==> src/rtl/rv_mdu_pkg.sv <==
// rv_mdu_pkg: shared types and constants for the RV32M multiply/divide unit.
//   mdu_op_t    - funct3 encodings of the M-extension operations
//   mdu_state_t - control states of rv_mdu
//   MDU_DIV_ZERO_Q / MDU_OVF_Q - architectural special-case quotients
//   neg_if      - conditional two's-complement helper
package rv_mdu_pkg;

  typedef enum logic [2:0] {
    MDU_MUL    = 3'd0,
    MDU_MULH   = 3'd1,
    MDU_MULHSU = 3'd2,
    MDU_MULHU  = 3'd3,
    MDU_DIV    = 3'd4,
    MDU_DIVU   = 3'd5,
    MDU_REM    = 3'd6,
    MDU_REMU   = 3'd7
  } mdu_op_t;

  typedef enum logic [1:0] {
    ST_IDLE = 2'd0,
    ST_CALC = 2'd1,
    ST_DONE = 2'd2
  } mdu_state_t;

  localparam logic [31:0] MDU_DIV_ZERO_Q = 32'hFFFF_FFFF;
  localparam logic [31:0] MDU_OVF_Q      = 32'h8000_0000;

  function automatic logic [31:0] neg_if(input logic n, input logic [31:0] v);
    return n ? (~v + 32'd1) : v;
  endfunction

endpackage

==> src/rtl/rv_mdu_step.sv <==
// rv_mdu_step: one combinational iteration of the shared mul/div datapath.
// Ports:
//   is_div   - 1: restoring-divide step, 0: shift-add multiply step
//   acc      - 65-bit working register {carry, hi, lo} / {R(33), Q(32)}
//   opnd     - |op1| for multiply (addend), |op2| for divide (divisor)
//   acc_next - register value after this iteration
module rv_mdu_step (
  input  logic        is_div,
  input  logic [64:0] acc,
  input  logic [31:0] opnd,
  output logic [64:0] acc_next
);

  logic [32:0] sum;
  logic [32:0] r_shift;
  logic [33:0] trial;
  logic        ge;

  always_comb begin
    // Multiply: conditionally add into the high half, then shift right.
    sum = {acc[64], acc[63:32]};
    if (acc[0]) begin
      sum = {1'b0, acc[63:32]} + {1'b0, opnd};
    end

    // Divide: shift {R,Q} left; R needs 33 bits here since 2R+1 can exceed 32 bits.
    r_shift = {acc[63:32], acc[31]};
    trial   = {1'b0, r_shift} - {2'b00, opnd};
    ge      = ~trial[33];

    if (is_div) begin
      acc_next = {(ge ? trial[32:0] : r_shift), acc[30:0], ge};
    end else begin
      acc_next = {1'b0, sum, acc[31:1]};
    end
  end

endmodule

==> src/rtl/rv_mdu.sv <==
// rv_mdu: iterative RV32M multiply/divide unit for the ALU2 stage.
// Accepts one operation at a time; o_ready low while busy stalls the pipeline.
// Ports:
//   i_clk, i_reset (async, active-high), i_flush (sync abort, highest priority)
//   i_start/i_funct3/i_op1/i_op2/i_rd - operation, sampled only at acceptance
//   o_ready  - can accept (IDLE or DONE)
//   o_valid  - o_result/o_rd valid (DONE, one cycle)
//   o_result - registered 32-bit result, o_rd - registered destination
// Config: define RV_MDU_FAST_MUL_EN for single-cycle multiplies.
module rv_mdu
  import rv_mdu_pkg::*;
#(
  parameter int unsigned XLEN = 32
) (
  input  logic            i_clk,
  input  logic            i_reset,
  input  logic            i_flush,
  input  logic            i_start,
  input  logic [2:0]      i_funct3,
  input  logic [XLEN-1:0] i_op1,
  input  logic [XLEN-1:0] i_op2,
  input  logic [4:0]      i_rd,
  output logic            o_ready,
  output logic            o_valid,
  output logic [XLEN-1:0] o_result,
  output logic [4:0]      o_rd
);

  mdu_state_t  state;
  logic [4:0]  cnt;
  logic [64:0] acc;
  logic [31:0] opnd;
  mdu_op_t     op_q;
  logic        neg_q;
  logic [4:0]  rd_q;
  logic [64:0] step_next;

  // Decode of the incoming operation
  mdu_op_t     op_in;
  logic        in_is_div;
  logic        s1_signed, s2_signed;
  logic        sgn1, sgn2;
  logic [31:0] abs1, abs2;
  logic        neg_in;
  logic        div_zero, ovf, special;
  logic [31:0] special_res;
  logic        fast_take;
  logic [31:0] fast_res;

  assign op_in     = mdu_op_t'(i_funct3);
  assign in_is_div = i_funct3[2];

  always_comb begin
    s1_signed = 1'b0;
    s2_signed = 1'b0;
    case (op_in)
      MDU_MUL, MDU_MULH, MDU_DIV, MDU_REM: begin
        s1_signed = 1'b1;
        s2_signed = 1'b1;
      end
      MDU_MULHSU: s1_signed = 1'b1;
      default: ;
    endcase

    sgn1 = s1_signed & i_op1[31];
    sgn2 = s2_signed & i_op2[31];
    abs1 = neg_if(sgn1, i_op1);
    abs2 = neg_if(sgn2, i_op2);
    // Remainder takes the dividend's sign; everything else the product/quotient sign.
    neg_in = (op_in == MDU_REM) ? sgn1 : (sgn1 ^ sgn2);

    div_zero = in_is_div && (i_op2 == '0);
    ovf      = ((op_in == MDU_DIV) || (op_in == MDU_REM)) &&
               (i_op1 == 32'h8000_0000) && (i_op2 == '1);
    special  = div_zero || ovf;

    if (div_zero) begin
      special_res = i_funct3[1] ? i_op1 : MDU_DIV_ZERO_Q;
    end else begin
      special_res = i_funct3[1] ? '0 : MDU_OVF_Q;
    end
  end

`ifdef RV_MDU_FAST_MUL_EN
  logic [32:0] fa, fb;
  logic [65:0] fprod;
  always_comb begin
    fa        = {s1_signed & i_op1[31], i_op1};
    fb        = {s2_signed & i_op2[31], i_op2};
    // Sign-extended operands make an unsigned 66-bit multiply yield the signed product.
    fprod     = {{33{fa[32]}}, fa} * {{33{fb[32]}}, fb};
    fast_take = ~in_is_div;
    fast_res  = (op_in == MDU_MUL) ? fprod[31:0] : fprod[63:32];
  end
`else
  assign fast_take = 1'b0;
  assign fast_res  = '0;
`endif

  rv_mdu_step u_step (
    .is_div   (op_q[2]),
    .acc      (acc),
    .opnd     (opnd),
    .acc_next (step_next)
  );

  // Result of the final iteration, formed from the step output so it registers on DONE entry.
  logic [63:0] prod_s;
  logic [31:0] calc_res;
  always_comb begin
    prod_s = neg_q ? (~step_next[63:0] + 64'd1) : step_next[63:0];
    case (op_q)
      MDU_MUL:                         calc_res = prod_s[31:0];
      MDU_MULH, MDU_MULHSU, MDU_MULHU: calc_res = prod_s[63:32];
      MDU_DIV, MDU_DIVU:               calc_res = neg_if(neg_q, step_next[31:0]);
      default:                         calc_res = neg_if(neg_q, step_next[63:32]);
    endcase
  end

  assign o_ready = (state != ST_CALC);
  assign o_valid = (state == ST_DONE);

  always_ff @(posedge i_clk or posedge i_reset) begin
    if (i_reset) begin
      state    <= ST_IDLE;
      cnt      <= '0;
      acc      <= '0;
      opnd     <= '0;
      op_q     <= MDU_MUL;
      neg_q    <= 1'b0;
      rd_q     <= '0;
      o_result <= '0;
      o_rd     <= '0;
    end else if (i_flush) begin
      state <= ST_IDLE;
    end else begin
      case (state)
        ST_IDLE, ST_DONE: begin
          if (i_start) begin
            op_q  <= op_in;
            neg_q <= neg_in;
            rd_q  <= i_rd;
            if (special) begin
              state    <= ST_DONE;
              o_result <= special_res;
              o_rd     <= i_rd;
            end else if (fast_take) begin
              state    <= ST_DONE;
              o_result <= fast_res;
              o_rd     <= i_rd;
            end else begin
              state <= ST_CALC;
              cnt   <= 5'd31;
              acc   <= {33'd0, (in_is_div ? abs1 : abs2)};
              opnd  <= in_is_div ? abs2 : abs1;
            end
          end else begin
            state <= ST_IDLE;
          end
        end
        ST_CALC: begin
          acc <= step_next;
          cnt <= cnt - 5'd1;
          if (cnt == '0) begin
            state    <= ST_DONE;
            o_result <= calc_res;
            o_rd     <= rd_q;
          end
        end
        default: state <= ST_IDLE;
      endcase
    end
  end

endmodule

==> config.mk <==
export PLATFORM = sky130hd
export DESIGN_NAME = rv_mdu
export DESIGN_NICKNAME = d
export VERILOG_FILES = /design/src/rtl/rv_mdu_pkg.sv /design/src/rtl/rv_mdu_step.sv /design/src/rtl/rv_mdu.sv
export SDC_FILE = /design/constraint.sdc
export NUM_CORES = 1
export LEC_CHECK = 0
export BUFFER_PORTS_ARGS = -buffer_cell sky130_fd_sc_hd__buf_2
export CORE_UTILIZATION = 25
export DETAILED_ROUTE_END_ITERATION = 6
export MAX_ROUTING_LAYER = met4
export PLACE_DENSITY_LB_ADDON = 0.08
export SYNTH_ARGS = -nofsm -noshare
export SYNTH_HDL_FRONTEND = slang
export SYNTH_SLANG_ARGS = --single-unit
==> constraint.sdc <==
create_clock -name i_clk -period 13.6 [get_ports i_clk]
set_input_delay 2.72 -clock i_clk [delete_from_list [all_inputs] [get_ports i_clk]]
set_output_delay 2.72 -clock i_clk [all_outputs]
set_load 0.005 [all_outputs]
==> metrics, run 1 <==
status finished clean; kind of critical path flip-flop to flip-flop; DP Cell Count 3107; Placed Area 0.0178 mm2; # DRC 0; Die Wd 257 um; Ys Warns 0; die area 0.0663 mm2; gr usage total 0.252; Hold Path Class flip-flop to flip-flop; CTS H-tree depth 4; Net count, final 2420; Final Cycle Share 0.478; CP endpoint o_result[21]; DR vias 17.7k; Ports 115; Worst VDD drop 130 uV; Overall Power 5340 uW; Post-Synthesis Cells 2237; reg2reg start opnd[19]; pwr/cell area 291 mW/mm2; Pre-Repair DR Iteration Count 6; Final HPWL DP 63900 um; Area contributors post-synth dfrtp_1 23%, o21ai_0 7.4%, a21oi_1 6.4%; R2R Path End o_result[21]; Worst EP required 14.02 ns; cell taking the most area after synthesis dfrtp_1; Slew Viols, Final 0; via/cell ratio 5.63; Max Fclk 154 MHz; clock skew 0.0166 ns; Root Buffer clkbuf_16; Syn Nets 2386; commonest non-fill, non-tap cell in the layout nand2_1; Core ar. 0.0645 mm2; DRT antenna net count 0; Initial DRC Count 1602; crit end category flip-flop; Wirelength per Cell 26.0 um; top_reg_cell synth dfrtp_1; CP startpoint opnd[19]; CP startpoint kind flip-flop; post-layout util 0.285; initial antenna violation count 5; Clock transition at path regs 0.08 ns; Setup Buffers After CTS 0; Critical Path AT 6.92 ns; post-route cell area 0.0184 mm2; Final setup viols 0; GR Overflow Total 0; CTS max path bufs 2; Num CTS Buffers 17; async set-reset flop share out of synthesis 1.00; vias in the first global route 17.0k; synthesis-stage register bit count 150; Cell Area, Synth 0.0163 mm2; RSZ-0062 raised after global routing no; R2R Setup Slk 7.10 ns; critical path fanouts, max 13; most frequent cells in the layout 259 x nand2_1, 242 x o21ai_0, 216 x nor2_1; Seq/Total Area, Yosys 0.230; Worst R2R Path Depth 14; leakage power 0.00736 uW; Buffers on Ports 114; Final Hold Vio Count 0; Syn Area/Cell 7.30 um2; largest net degree at the start of global routing 101; synth-to-layout area growth 12.5%; top-area cell type share of the netlist area 0.230; cts hold-fix bufs 0; row count 93; Non-Filler Instances 3141; post-synthesis cell type count 98; Post-synth EDFFs 0; CTS sink cnt 150; slew margin rel. 0.250; layout cells sized above 1 0.108; Vert. Die Dim 257 um; Post-CTS Resized 0; Initial Util 0.253; worst skew pair latency 0.50 ns; CTS tree built; drt total wl 81700 um; max_cap viols 0; setup TNS 0 ns; first-pass GRT wire length 120000 um; GPL Wtd Cong 0.923; min cycle time layout 6.50 ns; Worst Max-Slew Pin Slew 1.12 ns
[per-layer routing]
metal	part of all wire	GRT usage
met1	0.46	0.338
met2	0.45	0.387
met3	0.054	0.0397
met4	0.031	0.0792
met5	0	-
[worst min-delay path by stage]
| stage | startpoint | to | slack (ns) | depth (start not counted) |
|---|---|---|---|---|
| floorplan | acc[19] | acc[19] | 0.47 | 2 |
| global placement | o_result[4] | o_result[4] | 0.46 | 1 |
| detailed placement | o_result[4] | o_result[4] | 0.47 | 1 |
| CTS | o_result[4] | o_result[4] | 0.49 | 1 |
| global route | rd_q[4] | rd_q[4] | 0.52 | 1 |
| finish | o_result[4] | o_result[4] | 0.48 | 1 |
[layout make-up]
type	instances	area (um2)
well taps	855	1070
repair buffers	152	858
inverters	75	287
fillers	7216	46100
diodes	2	5.00
multi-input cells	1875	11800
clock inverters	15	171
clock buffers	17	425
flip-flops and latches	150	3760
[critical path, cell delays in order (launching register included)]
cell and delay, ns:
dfrtp_1 0.56, inv_1 0.08, ha_1 0.53, nand4_1 0.29
nor3_1 0.60, o311a_1 0.76, nor3_2 0.28, a221oi_1 0.99
or3_1 0.43, nand3b_1 0.44, or2_1 0.35, nor2_1 0.10
mux2_1 0.33, o211ai_1 0.43, a221o_1 0.22
[flip-flops by register name (all words and copies together) (netlist names)]
name / count
state: 2
rd_q: 5
o_rd: 5
opnd: 32
acc: 65
cnt: 5
op_q: 3
neg_q: 1
o_result: 32
[metrics by stage]
| step | hold WS (ns) | setup WS, ns |
|---|---|---|
| 6_report | 0.483 | 7.10 |
| 5_1_grt | 0.519 | 6.69 |
| 4_1_cts | 0.486 | 7.20 |
| 3_5_place_dp | 0.469 | 6.89 |
| 3_3_place_gp | 0.463 | 6.99 |
| 2_1_floorplan | 0.465 | 6.84 |
[cell usage after synthesis (27+ instances only)]
master	number
nand3_1	33
xor2_1	49
clkbuf_1	106
inv_1	72
nor2_1	218
or3_1	29
a31oi_1	44
nand2_1	260
a21oi_1	209
a211oi_1	34
o31ai_1	27
xnor2_1	93
o211ai_1	28
o21ai_0	242
nor3_1	58
mux2i_1	54
nand4_1	35
ha_1	71
dfrtp_1	150
[cell families (layout without fill, tap and decap cells)]
| family | after synthesis | count (layout) | share of synthesized area |
|---|---|---|---|
| DFF | 150 | 150 | 0.230 |
| adders and majority gates | 73 | 73 | 0.0569 |
| and+or+nand+nor | 778 | 778 | 0.225 |
| muxes | 68 | 68 | 0.0428 |
| buffers and inverters | 212 | 259 | 0.0515 |
| xor gates and xnor gates | 142 | 142 | 0.0762 |
| other | 0 | 2 | 0 |
| AOI/OAI and AO/OA | 814 | 814 | 0.318 |
[power by group]
part / internal [uW] / switching (uW) / total (uW)
logic: 1300 / 2590 / 3890
clock network: 247 / 261 / 508
registers: 633 / 314 / 946
(Power assumes the default switching activity.)
==> run 2: changes to the inputs <==
--- a/config.mk
+++ b/config.mk
@@ -5,6 +5,7 @@
 export SDC_FILE = /design/constraint.sdc
 export NUM_CORES = 1
 export LEC_CHECK = 0
+export ABC_AREA = 1
 export BUFFER_PORTS_ARGS = -buffer_cell sky130_fd_sc_hd__buf_2
 export CORE_UTILIZATION = 25
 export DETAILED_ROUTE_END_ITERATION = 6
==> constraint.sdc (replaced) <==
create_clock -name i_clk -period 6.1 [get_ports i_clk]
set_input_delay 1.22 -clock i_clk [delete_from_list [all_inputs] [get_ports i_clk]]
set_output_delay 1.22 -clock i_clk [all_outputs]
set_load 0.005 [all_outputs]
==> run 2 against run 1 <==
  * Critical path depth up 16
  * Cell count up 34%
  * Clock-buffer cell count up 1
  * Sequential share of layout area down 2.0 points
  * Clock skew up 0.0016 ns
  * Routed wire length up 24%
  * Area after synthesis up 12%
  * Utilization down 0.13 points
==> metrics, run 2 <==
Root Buffer clkbuf_16; pre-CTS WS 0.952 ns; status finished clean; GPL Wtd Cong 0.984; Post-synth EDFFs 0; Initial Util 0.254; DP Cell Count 4177; Critical Path AT 5.68 ns; Wirelength per Cell 24.1 um; Syn Area/Cell 5.72 um2; Num CTS Buffers 17; top-area cell type share of the netlist area 0.206; kind of critical path flip-flop to flip-flop; Hold Path Class flip-flop to flip-flop; # DRC 0; Post-CTS Resized 0; leakage power 0.0105 uW; vias in the first global route 20.6k; cell taking the most area after synthesis dfrtp_1; biggest regs acc x65, o_result x32, opnd x32; top_reg_cell synth dfrtp_1; Max stage delay on crit path 0.48 ns; Pre-Repair DR Iteration Count 5; Vert. Die Dim 272 um; max reg flops 65; RSZ-0062 raised after global routing no; first-pass GRT wire length 146000 um; Area contributors post-synth dfrtp_1 21%, nand2_1 19%, inv_1 9.7%; Crit path top cell by count nand2_1; Initial DRC Count 2063; Seq/Total Area, Yosys 0.206; gr usage total 0.282; top cells by count, synth 940 x nand2_1, 469 x inv_1, 336 x nor2_1; setup TNS 0 ns; Die Wd 272 um; commonest non-fill, non-tap cell in the layout nand2_1; Worst Max-Slew Pin Slew 1.29 ns; Biggest register acc; Clock transition at path regs 0.08 ns; Max Fclk 191 MHz; CTS sink cnt 150; GR Overflow Total 0; Final setup viols 0; Ports 115; post-synthesis cell type count 56; CTS max path bufs 2; synth-to-layout area growth 11.7%; Final HPWL DP 83400 um; Worst EP required 6.55 ns; DR vias 21.4k; row count 98; Syn Nets 3335; most common cell in the synthesized netlist nand2_1; Core ar. 0.0719 mm2; post-layout util 0.284; Layout fillers 8356; Worst VDD drop 322 uV; final worst slack 0.871 ns; clock skew 0.0182 ns; largest net degree at the start of global routing 78; Final Hold Vio Count 0; DRT antenna net count 0; Buffers on Ports 114; initial antenna violation count 5; pwr/cell area 660 mW/mm2; CTS H-tree depth 4; CTS tree built; Slew Viols, Final 0; min cycle time layout 5.23 ns; Final Cycle Share 0.857; max_cap viols 0; Ys Warns 0; Setup Buffers After CTS 0; slew margin rel. 0.130; CP startpoint kind flip-flop; critical path fanouts, max 14; layout cells sized above 1 0.0908; via/cell ratio 5.07; synthesis-stage register bit count 150; cts hold-fix bufs 0; worst skew pair latency 0.52 ns; Critical Path Slowest Stage Cell dfrtp_1; die area 0.0740 mm2; crit end category flip-flop; most frequent cells in the layout 940 x nand2_1, 467 x inv_1, 333 x nor2_1; async set-reset flop share out of synthesis 1.00; drt total wl 102000 um; Cell Area, Synth 0.0182 mm2; Non-Filler Instances 4212; Post-Synthesis Cells 3186; Net count, final 3395
run 2: cell count changes in the layout (fill, tap and decap cells not counted), sizes merged, moves of 25 or more:
cell	change
nor2	+148
mux2i	-54
xnor2	-83
xor2	+26
a211oi	-33
inv	+410
a31oi	-31
a22o	-25
a21oi	-26
o22ai	+33
nand2	+704
nand3	+257
o21ai	-40
or3	-29
run 2: per-layer routing:
layer / share of wire / vias to the layer above / GRT usage
met3: 0.040 / 135 / 0.0267
met5: 0 / - / -
met4: 0.043 / 0 / 0.115
li1: - / 10400 / -
met2: 0.48 / 702 / 0.470
met1: 0.44 / 10100 / 0.349
run 2: through the flow:
| step | cell area, um2 | hold slack (ns) | power [uW] |
|---|---|---|---|
| final | 20400 | 0.476 | 13500 |
| after global placement | 19800 | 0.459 | 12200 |
| after floorplan | 18200 | 0.442 | 8240 |
| after CTS | 20400 | 0.481 | 13400 |
| after detailed placement | 19800 | 0.460 | 12200 |
| after global routing | 20400 | 0.508 | 14500 |
run 2: final timing paths:
kind	from	to	slack (ns)	depth (start not counted)
min	rd_q[2]	rd_q[2]	0.48	2
min reg2reg	rd_q[2]	rd_q[2]	0.48	2
min in group asynchronous	i_reset	opnd[0]	0.73	2
max in group asynchronous	i_reset	op_q[2]	4.02	3
max	opnd[19]	o_result[14]	0.87	30
max reg2reg	opnd[19]	o_result[14]	0.87	30
run 2: cell type report:
| type | count | area (um2) | area share |
|---|---|---|---|
| clock buffer | 18 | 429 | 0.0211 |
| antenna | 3 | 7.51 | 0.000368 |
| inverter | 488 | 1840 | 0.0902 |
| multi-input combinational | 2437 | 12200 | 0.597 |
| clock inverter | 14 | 136 | 0.00669 |
| timing repair buffer | 152 | 856 | 0.0420 |
| sequential | 150 | 3760 | 0.184 |
| tap | 950 | 1190 | 0.0583 |
run 2: cell families (layout without fill, tap and decap cells):
group	Yosys count	after routing	synth area share
adders and majority gates	73	73	0.0509
buffers and inverters	599	672	0.128
DFF	150	150	0.206
AOI/OAI and AO/OA	534	534	0.162
xor gates and xnor gates	85	85	0.0408
and+or+nand+nor	1745	1745	0.412
other	0	3	0
run 2: critical path: cells and delay by family, from the launching register on:
kind	cells	cell delay [ns]
fa+ha+maj	2	0.64
flops	1	0.48
buf+inv	4	0.41
simple gates	20	2.95
compound gates	4	0.63
run 2: power by group:
group | leakage, uW | switching, uW | internal [uW]
Combinational | 0.00834 | 7640 | 2800
Sequential | 0.00185 | 443 | 1430
Clock | 0.000281 | 593 | 542
==> run 3: changes to the inputs <==
--- a/config.mk
+++ b/config.mk
@@ -7,6 +7,7 @@
 export LEC_CHECK = 0
 export ABC_AREA = 1
 export BUFFER_PORTS_ARGS = -buffer_cell sky130_fd_sc_hd__buf_2
+export CORE_MARGIN = 2
 export CORE_UTILIZATION = 25
 export DETAILED_ROUTE_END_ITERATION = 6
 export MAX_ROUTING_LAYER = met4
==> run 3 against run 2 <==
  * The run now ends with DRC left
  * Fmax is 7.0% lower
  * Cell count is 0.31% higher
  * Non-clock buffer count is 6 higher
  * Via count is 1.6% higher
  * Sequential power is 4% higher
  * Clock power is 6% higher
  * Die area is 1.5% higher
  * Sequential share of layout area is 0.10 points lower
  * Critical path depth is 1 higher
  * Global-route usage is 0.71 points lower
  * Final area is 0.56% higher
  * Largest power group unchanged
==> metrics, run 3 (synthesis gave the netlist of run 2 again) <==
status finished, violations left; failing checks DRC; most frequent cells in the layout 940 x nand2_1, 466 x inv_1, 333 x nor2_1; kind of critical path flip-flop to flip-flop; Initial DRC Count 2200; biggest regs acc x65, o_result x32, opnd x32; leakage power 0.0105 uW; # DRC 2; Critical Path AT 6.02 ns; DR vias 21.7k; DRT antenna net count 0; Hold Path Class flip-flop to flip-flop; Worst VDD drop 462 uV; crit end category flip-flop; Vert. Die Dim 274 um; synth-to-layout area growth 12.4%; Non-Filler Instances 4225; drt total wl 101000 um; Critical Path Slowest Stage Cell dfrtp_1; CTS tree built; Post-CTS Resized 0; GPL Wtd Cong 1.02; worst hold margin 0.478 ns; layout cells sized above 1 0.0928; Root Buffer clkbuf_16; pwr/cell area 671 mW/mm2; Layout fillers 8502; Slew Viols, Final 0; slew margin rel. 0.343; Final Hold Vio Count 0; die area 0.0751 mm2; initial antenna violation count 0; critical path fanouts, max 21; Max Fclk 178 MHz; Worst EP required 6.49 ns; setup TNS 0 ns; CTS H-tree depth 4; CTS max path bufs 2; Buffers on Ports 114; Worst Max-Slew Pin Slew 0.986 ns; Die Wd 274 um; CTS sink cnt 150; Final setup viols 0; cts hold-fix bufs 0; Ports 115; Crit path top cell by count nand2_1; vias in the first global route 20.5k; via/cell ratio 5.14; Max stage delay on crit path 0.58 ns; DP Cell Count 4192; max_cap viols 0; Setup Buffers After CTS 0; Net count, final 3401; Biggest register acc; Wirelength per Cell 23.9 um; worst skew pair latency 0.51 ns; GR Overflow Total 0; CP startpoint kind flip-flop; row count 99; Num CTS Buffers 17; post-layout util 0.282; gr usage total 0.275; commonest non-fill, non-tap cell in the layout nand2_1; Pre-Repair DR Iteration Count 7; area occupied by multi-input gates 0.0122 mm2; first-pass GRT wire length 144000 um; min cycle time layout 5.62 ns; Clock transition at path regs 0.08 ns; RSZ-0062 raised after global routing no; clock skew 0.0118 ns; Final Cycle Share 0.922; register area 0.00376 mm2; max reg flops 65; Final HPWL DP 82600 um; Core ar. 0.0726 mm2; Initial Util 0.251; largest net degree at the start of global routing 75
-- run 3: changes by cell type in the layout (fill, tap and decap cells not counted), sizes merged --
cell    change
clkbuf      -1
buf         +6
clkinv      +2
diode       -2
bufinv      +1
inv         -2
-- run 3: worst max-delay path, delay by kind of cell (launching register included) --
kind                     cells  cell delay (ns)
AND/OR/NAND/NOR             23             3.11
AO/OA/AOI/OAI                3             0.74
adder cells (fa/ha/maj)      2             0.64
flip-flops                   1             0.58
buffers and inverters        3             0.40
-- run 3: final timing paths --
kind / startpoint / to / slack (ns) / cells after the start
setup / recovery: opnd[6] / o_result[30] / 0.48 / 31
hold / removal: rd_q[1] / rd_q[1] / 0.48 / 2
setup reg to reg: opnd[6] / o_result[30] / 0.48 / 31
hold reg to reg: rd_q[1] / rd_q[1] / 0.48 / 2
max in group asynchronous: i_reset / o_result[22] / 4.05 / 3
min in group asynchronous: i_reset / cnt[2] / 0.84 / 2
-- run 3: routing by layer --
| layer | part of all wire | vias up | track usage | routed length, um |
|---|---|---|---|---|
| met5 | 0 | - | - | 0 |
| met4 | 0.036 | 0 | 0.0911 | 3590 |
| met3 | 0.056 | 110 | 0.0289 | 5650 |
| met2 | 0.46 | 839 | 0.438 | 46200 |
| met1 | 0.45 | 10400 | 0.363 | 45600 |
| li1 | - | 10400 | - | - |
-- run 3: where the power goes --
part / switching (uW) / total [uW] / internal, uW
Clock: 608 / 1200 / 597
Combinational: 7750 / 10600 / 2840
Sequential: 517 / 1950 / 1430
-- run 3: layout make-up --
class                   instances  share of cell area
multi-input cells            2437               0.594
inverters                     488              0.0897
flip-flops and latches        150               0.183
diodes                          1            0.000122
clock buffers                  17              0.0208
repair buffers                158              0.0440
well taps                     959              0.0586
clock inverters                15             0.00989
-- run 3: per-stage QoR --
step / power [uW] / setup slack, ns / instance area (um2)
after floorplan: 8240 / 0.844 / 18200
after global placement: 12400 / 0.819 / 19900
after detailed placement: 12300 / 0.792 / 19900
after CTS: 13600 / 0.763 / 20500
after global routing: 14700 / 0.148 / 20500
final: 13700 / 0.477 / 20500
